## src/rtl/mc_fifo_pkg.sv

```systemverilog
// Shared defaults and width helpers for the multi-channel FIFO.
package mc_fifo_pkg;

    localparam int DEF_WIDTH     = 8;
    localparam int DEF_DEPTH     = 32;
    localparam int DEF_CHANNELS  = 4;
    localparam int DEF_AF_MARGIN = 2;
    localparam int DEF_AE_MARGIN = 2;

    // Bits needed to index n items; a single item still needs a one-bit select.
    function automatic int width_of(input int n);
        if (n <= 1) begin
            return 1;
        end
        return $clog2(n);
    endfunction

endpackage

```

## src/rtl/mc_fifo_ctrl.sv

```systemverilog
// Per-channel pointer, occupancy and status logic for one logical FIFO.
// Optional sticky error flags are built when MC_FIFO_ERR_EN is defined.
module mc_fifo_ctrl
    import mc_fifo_pkg::*;
#(
    parameter int DEPTH     = DEF_DEPTH,
    parameter int AF_MARGIN = DEF_AF_MARGIN,
    parameter int AE_MARGIN = DEF_AE_MARGIN
) (
    input  logic                       clk,
    input  logic                       reset,
    input  logic                       wr_req,
    input  logic                       rd_req,
    input  logic                       clear_err,
    output logic                       wr_acc,
    output logic                       rd_acc,
    output logic [width_of(DEPTH)-1:0] wr_ptr,
    output logic [width_of(DEPTH)-1:0] rd_ptr,
    output logic [width_of(DEPTH):0]   count,
    output logic                       full,
    output logic                       empty,
    output logic                       almost_full,
    output logic                       almost_empty,
    output logic                       overflow,
    output logic                       underflow
);

    localparam int AW    = width_of(DEPTH);
    localparam int CNT_W = AW + 1;

    logic [AW-1:0]    wr_ptr_q, wr_ptr_d;
    logic [AW-1:0]    rd_ptr_q, rd_ptr_d;
    logic [CNT_W-1:0] count_q, count_d;

    // Status comes straight from the registered count, so it lags the causing edge by one cycle.
    assign full         = (count_q == CNT_W'(DEPTH));
    assign empty        = (count_q == '0);
    assign almost_full  = (count_q >= CNT_W'(DEPTH - AF_MARGIN));
    assign almost_empty = (count_q <= CNT_W'(AE_MARGIN));

    // Accept decisions use only pre-edge state: no bypass from write to read.
    assign wr_acc = wr_req && !full;
    assign rd_acc = rd_req && !empty;

    assign wr_ptr = wr_ptr_q;
    assign rd_ptr = rd_ptr_q;
    assign count  = count_q;

    // Next pointers wrap naturally because DEPTH is a power of two; count tracks net change.
    always_comb begin
        wr_ptr_d = wr_ptr_q;
        rd_ptr_d = rd_ptr_q;
        count_d  = count_q;
        if (wr_acc) begin
            wr_ptr_d = wr_ptr_q + 1'b1;
        end
        if (rd_acc) begin
            rd_ptr_d = rd_ptr_q + 1'b1;
        end
        case ({wr_acc, rd_acc})
            2'b10:   count_d = count_q + 1'b1;
            2'b01:   count_d = count_q - 1'b1;
            default: count_d = count_q;
        endcase
    end

    // Pointer and count registers.
    always_ff @(posedge clk or posedge reset) begin
        if (reset) begin
            wr_ptr_q <= '0;
            rd_ptr_q <= '0;
            count_q  <= '0;
        end else begin
            wr_ptr_q <= wr_ptr_d;
            rd_ptr_q <= rd_ptr_d;
            count_q  <= count_d;
        end
    end

`ifdef MC_FIFO_ERR_EN
    logic overflow_q, overflow_d;
    logic underflow_q, underflow_d;

    // Clear drops old flags; a new rejection in the same cycle still sets its flag.
    always_comb begin
        overflow_d  = clear_err ? 1'b0 : overflow_q;
        underflow_d = clear_err ? 1'b0 : underflow_q;
        if (wr_req && full) begin
            overflow_d = 1'b1;
        end
        if (rd_req && empty) begin
            underflow_d = 1'b1;
        end
    end

    // Sticky error flag registers.
    always_ff @(posedge clk or posedge reset) begin
        if (reset) begin
            overflow_q  <= 1'b0;
            underflow_q <= 1'b0;
        end else begin
            overflow_q  <= overflow_d;
            underflow_q <= underflow_d;
        end
    end

    assign overflow  = overflow_q;
    assign underflow = underflow_q;
`else
    logic unused_clear_err;
    assign unused_clear_err = clear_err;
    assign overflow         = 1'b0;
    assign underflow        = 1'b0;
`endif

endmodule

```

## src/rtl/mc_fifo.sv

```systemverilog
// Multi-channel FIFO: CHANNELS logical FIFOs sharing one storage array
// addressed {channel, pointer}, with a registered read port.
// Optional sticky overflow/underflow flags: define MC_FIFO_ERR_EN.
module mc_fifo
    import mc_fifo_pkg::*;
#(
    parameter int WIDTH     = DEF_WIDTH,
    parameter int DEPTH     = DEF_DEPTH,
    parameter int CHANNELS  = DEF_CHANNELS,
    parameter int AF_MARGIN = DEF_AF_MARGIN,
    parameter int AE_MARGIN = DEF_AE_MARGIN
) (
    input  logic                          clk,
    input  logic                          reset,
    input  logic                          write_en,
    input  logic [width_of(CHANNELS)-1:0] wr_ch,
    input  logic [WIDTH-1:0]              data_in,
    input  logic                          read_en,
    input  logic [width_of(CHANNELS)-1:0] rd_ch,
    input  logic                          clear_err,
    output logic [WIDTH-1:0]              data_out,
    output logic                          data_valid,
    output logic [CHANNELS-1:0]           full,
    output logic [CHANNELS-1:0]           empty,
    output logic [CHANNELS-1:0]           almost_full,
    output logic [CHANNELS-1:0]           almost_empty,
    output logic [width_of(DEPTH):0]      rd_count,
    output logic [CHANNELS-1:0]           overflow,
    output logic [CHANNELS-1:0]           underflow
);

    localparam int CW    = width_of(CHANNELS);
    localparam int AW    = width_of(DEPTH);
    localparam int MEM_N = CHANNELS * DEPTH;

    if ((DEPTH < 4) || ((DEPTH & (DEPTH - 1)) != 0)) begin : g_bad_depth
        $error("mc_fifo: DEPTH must be a power of two and at least 4");
    end
    if (CHANNELS < 1) begin : g_bad_channels
        $error("mc_fifo: CHANNELS must be at least 1");
    end
    if ((AF_MARGIN < 1) || (AF_MARGIN > DEPTH - 1)) begin : g_bad_af
        $error("mc_fifo: AF_MARGIN must be in 1..DEPTH-1");
    end
    if ((AE_MARGIN < 1) || (AE_MARGIN > DEPTH - 1)) begin : g_bad_ae
        $error("mc_fifo: AE_MARGIN must be in 1..DEPTH-1");
    end

    logic [CHANNELS-1:0] wr_req, rd_req, wr_acc, rd_acc;
    logic [AW-1:0]       wr_ptr_a [CHANNELS];
    logic [AW-1:0]       rd_ptr_a [CHANNELS];
    logic [AW:0]         count_a  [CHANNELS];

    for (genvar g = 0; g < CHANNELS; g++) begin : g_ch
        // Out-of-range channel selects match no instance and are therefore ignored.
        assign wr_req[g] = write_en && (wr_ch == CW'(g));
        assign rd_req[g] = read_en && (rd_ch == CW'(g));

        mc_fifo_ctrl #(
            .DEPTH     (DEPTH),
            .AF_MARGIN (AF_MARGIN),
            .AE_MARGIN (AE_MARGIN)
        ) u_ctrl (
            .clk          (clk),
            .reset        (reset),
            .wr_req       (wr_req[g]),
            .rd_req       (rd_req[g]),
            .clear_err    (clear_err),
            .wr_acc       (wr_acc[g]),
            .rd_acc       (rd_acc[g]),
            .wr_ptr       (wr_ptr_a[g]),
            .rd_ptr       (rd_ptr_a[g]),
            .count        (count_a[g]),
            .full         (full[g]),
            .empty        (empty[g]),
            .almost_full  (almost_full[g]),
            .almost_empty (almost_empty[g]),
            .overflow     (overflow[g]),
            .underflow    (underflow[g])
        );
    end

    logic [AW-1:0]      wr_ptr_sel, rd_ptr_sel;
    logic [AW:0]        rd_count_sel;
    logic [CW+AW-1:0]   wr_addr, rd_addr;
    logic [WIDTH-1:0]   mem_q [MEM_N];
    logic [WIDTH-1:0]   data_out_q, data_out_d;
    logic               data_valid_q, data_valid_d;

    // Pick the selected channel's pointers and occupancy; unmatched selects yield zero.
    always_comb begin
        wr_ptr_sel   = '0;
        rd_ptr_sel   = '0;
        rd_count_sel = '0;
        for (int i = 0; i < CHANNELS; i++) begin
            if (wr_ch == CW'(i)) begin
                wr_ptr_sel = wr_ptr_a[i];
            end
            if (rd_ch == CW'(i)) begin
                rd_ptr_sel   = rd_ptr_a[i];
                rd_count_sel = count_a[i];
            end
        end
    end

    assign wr_addr  = {wr_ch, wr_ptr_sel};
    assign rd_addr  = {rd_ch, rd_ptr_sel};
    assign rd_count = rd_count_sel;

    // Shared storage; deliberately not reset, occupancy alone defines valid contents.
    always_ff @(posedge clk) begin
        if (|wr_acc) begin
            mem_q[wr_addr] <= data_in;
        end
    end

    // Output word updates only on an accepted read; otherwise it holds.
    always_comb begin
        data_valid_d = |rd_acc;
        data_out_d   = data_out_q;
        if (|rd_acc) begin
            data_out_d = mem_q[rd_addr];
        end
    end

    // Registered read port.
    always_ff @(posedge clk or posedge reset) begin
        if (reset) begin
            data_out_q   <= '0;
            data_valid_q <= 1'b0;
        end else begin
            data_out_q   <= data_out_d;
            data_valid_q <= data_valid_d;
        end
    end

    assign data_out   = data_out_q;
    assign data_valid = data_valid_q;

endmodule

```

## config.mk

```make
export PLATFORM = sky130hd
export DESIGN_NAME = mc_fifo
export DESIGN_NICKNAME = d
export VERILOG_FILES = /design/src/rtl/mc_fifo_pkg.sv /design/src/rtl/mc_fifo_ctrl.sv /design/src/rtl/mc_fifo.sv
export SDC_FILE = /design/constraint.sdc
export NUM_CORES = 2
export LEC_CHECK = 0
export ABC_CLOCK_PERIOD_IN_PS = 4200
export CAP_MARGIN = 10
export CORE_MARGIN = 2
export CORE_UTILIZATION = 30
export CTS_CLUSTER_SIZE = 8
export DETAILED_ROUTE_END_ITERATION = 8
export PLACE_DENSITY = 0.52
export SLEW_MARGIN = 0
export SYNTH_ARGS = -nofsm -noshare
export SYNTH_HDL_FRONTEND = slang
export SYNTH_SLANG_ARGS = --single-unit
```

## constraint.sdc

```tcl
create_clock -name clk -period 4.2 [get_ports clk]
set_input_delay 0.84 -clock clk [delete_from_list [all_inputs] [get_ports clk]]
set_output_delay 0.84 -clock clk [all_outputs]
set_load 0.01 [all_outputs]
```

==> flow_summary.yaml <==
yosys:
  seq_area_frac_synth_pct: 72.56
  syn_avg_cell_area_um2: 17.13
  synth_cell_types: 67
  synth_enable_flop_cells: 1024
  synth.area.top_cells: "edfxtp_1, mux4_2, mux2i_1, dfrtp_1, nand2_1"
  netlist_area_mm2: 0.04489
  netlist_instances: 2621
  synth_top_cell_by_area: "edfxtp_1"
  ys.warnings.count: 0
  async_flop_share_pct: 6.655
  synth_ff_type: "edfxtp_1"
  ys_ff_latch: 1097
  synth_top_area_share_pct: 68.49
clock_tree:
  cts.repair.resized: 0
  max-clock-path-buffers: 3
  worstSkewPairLatency_ns: 0.79
  clock_sinks: 1097
  cts-root-buf: "clkbuf_16"
  cts_tree: "yes"
  clk_pin_slew_ns: 0.05
  h-tree-depth: 4
  cts_hold_buf: 0
  cts_buffers: 155
  post_cts_buffers: 0
setup_path:
  cp.depth: 12
  critPathMaxStageDelay_ns: 0.84
  cp_cell_sequence: "clkdlybuf4s50_1, mux4_4, buf_4, buf_4, mux2i_1, nand2_1, a32oi_1, buf_4, a21oi_1, o31ai_1, buf_4, a31oi_1"
  crit_required_ns: 4.83
  cpMaxStageDelayCell: "mux4_4"
  cp_top_family: "buffers and inverters"
  path_class: "in2reg"
  crit_buf_inv: 5
  cp_max_fo: 29
  crit_path_end_kind: "register"
  cp_common_cell: "buf_4"
  timing.rr.start: "g_ch[0].u_ctrl.rd_ptr[1]"
  cp-start-kind: "primary input"
  reg2regPathDepth: 11
  reg2reg_slack_ns: 0.25
  rr_endpoint: "data_out[1]"
  critPathArrivalTime_ns: 4.69
detailed_routing:
  routed_via_density: 4.992
  wirelength_mm: 122.0
  drt_iter0_drc: 2184
  route.detailed.drc: 0
  drt_first_pass_iters: 5
  vias: 25030
  ant_nets: 0
  drt-wirelength-per-cell_um: 24.33
layout:
  layout.area.seq_mm2: 0.03258
  areaGrowthSynthToFinish_pct: 21.15
  fin_area_mm2: 0.05439
  drive_gt1_share_pct: 22.87
  nFillCells: 13880
  finalNetCount: 3076
  multiInputGateArea_mm2: 0.01138
worst_hold_path:
  hp-class: "in2async"
placed_design:
  gp_congestion: 0.8423
  io_buffer_count: 46
  dp_hpwl_mm: 79.87
  place_area_mm2: 0.04994
timing:
  slew_viol_final: 0
  fin_setup_tns_ns: 0
  rsz0062_at_grt: "no"
  worst_clock_skew_ns: 0.05279
  slew_headroom_pct: 17.57
  min_period_ns: 4.059
  tightest_slew_ns: 1.236
  fmax_mhz: 246.4
  finalHoldViolCount: 0
  setup_violations: 0
  fin_crit_sh_pct: 96.65
floorplan:
  fp.dieW_um: 390.8
  dieHeight_um: 390.8
  start_util_pct: 30.29
  placementRows: 141
  dieArea_mm2: 0.1528
  io_pins: 56
  coreArea_mm2: 0.1482
grt:
  overflow: 0
  grt.total_usage_pct: 16.05
  antenna_found_initial: 0
  grt_max_degree: 99
  grt_pass1_vias: 25660
  grt_pass1_wl_mm: 178.7
power_and_ir_drop:
  irDropWorstVdd_mv: 0.4616
  p_leak_nw: 18.81
  power_density_mw_per_mm2: 645.5
  power_mw: 35.10
run_status:
  status: "finished, final reports clean"
job:
  maxCapViolations: 0
per-stage QoR:
stage / worst slack [ns] / instances / hold WS (ns) / util (%)
2_1_floorplan: 0.7069 / 2628 / 0.4614 / -
3_3_place_gp: -0.6122 / 4800 / 0.4921 / 33.70
3_5_place_dp: -0.5797 / 4800 / 0.4920 / 33.70
4_1_cts: 0.2098 / 5013 / 0.4411 / 36.70
5_1_grt: 0.009181 / 5013 / 0.5123 / 36.70
6_report: 0.1408 / 5014 / 0.4637 / 36.70
how the worst max path moves through the flow:
stage | slack [ns] | end | startpoint
floorplan | 0.71 | g_ch[0].u_ctrl.count[5] | wr_ch[0]
global placement | -0.61 | data_out[1] | rd_ch[0]
detailed placement | -0.58 | data_out[1] | rd_ch[0]
CTS | 0.21 | data_out[1] | rd_ch[0]
global route | 0.009 | data_out[1] | rd_ch[0]
finish | 0.14 | data_out[1] | rd_ch[0]
cell type report:
type,instances,share of cell area (%)
sequential,1097,59.90
multi-input combinational,1338,20.92
clock buffer,196,7.415
timing repair buffer,408,6.382
tap,1930,4.440
clock inverter,17,0.7500
inverter,27,0.1886
antenna,1,0.004601
kinds of logic after synthesis:
kind of cell,after synthesis,share of synthesized area [%]
compound gates,283,4.239
xor+xnor,56,1.093
fa+ha+maj,32,0.9588
buf+inv,193,2.193
flops,1097,72.56
mux,433,13.66
other cells,1,0.008353
simple gates,526,5.287
cell usage in the layout, fill, tap and decap left out, drive strengths merged, types with 5 or more instances in the layout:
cell           Yosys  final
clkdlybuf4s50      0     38
o21ai             24     24
xnor2             36     36
o22ai             17     17
clkinv             0     12
nor4               5      5
a32oi             21     21
and3               6      6
clkbuf            63    196
nand2b             8      8
buf              103    370
mux2              16     16
edfxtp          1024   1024
nand2            194    194
conb               1      8
nor2b             35     35
xor2              20     20
inv               27     31
mux2i            275    275
nand3             52     52
nor3              15     15
a211o              5      5
a21oi             70     70
nor2             155    155
o221ai             6      6
mux4             142    142
o31ai              5      5
ha                28     28
o211ai             7      7
a22oi             34     34
nand4             24     24
or4                6      6
nand3b             7      7
a31oi             31     31
a21o               8      8
or3                6      6
dfrtp             73     73
a211oi            28     28
layer usage:
layer | wire [um] | part of all wire (%) | global-route usage [%] | vias up
li1 | - | - | - | 11050
met1 | 54770 | 45 | 21.95 | 13080
met2 | 57910 | 47 | 25.84 | 703
met3 | 5706 | 4.7 | 2.519 | 194
met4 | 3623 | 3.0 | 5.820 | 0
met5 | 0 | 0 | 0 | -
synth_stat cells, drive strengths merged, types with 3 or more instances:
library cell,n
ha,28
o21bai,4
o32ai,4
o211ai,7
nand4,24
a22oi,34
and2,3
nand3b,7
a41o,4
a211o,5
clkbuf,63
xor2,20
xnor2,36
nor2b,35
edfxtp,1024
o21ai,24
a211oi,28
a21oi,70
mux2i,275
a32oi,21
inv,27
nand3,52
buf,103
nor3,15
nor2,155
o2111ai,3
o31ai,5
a31oi,31
nand2b,8
nor4,5
a21o,8
mux2,16
o22ai,17
dfrtp,73
or4,6
o221ai,6
nand2,194
mux4,142
or3,6
and3,6
fa,4
power breakdown:
group / switching (mW) / internal (mW) / leakage (nW)
Clock: 4.68 / 6.80 / 2.13
Combinational: 5.96 / 4.60 / 6.58
Sequential: 0.638 / 12.4 / 10.1
registers in the layout, indices dropped and copies added (netlist names):
name                flops
g_ch.u_ctrl.rd_ptr     20
data_valid              1
g_ch.u_ctrl.count      24
mem_q                1024
data_out                8
g_ch.u_ctrl.wr_ptr     20
Power figures use the tool's default switching activity.
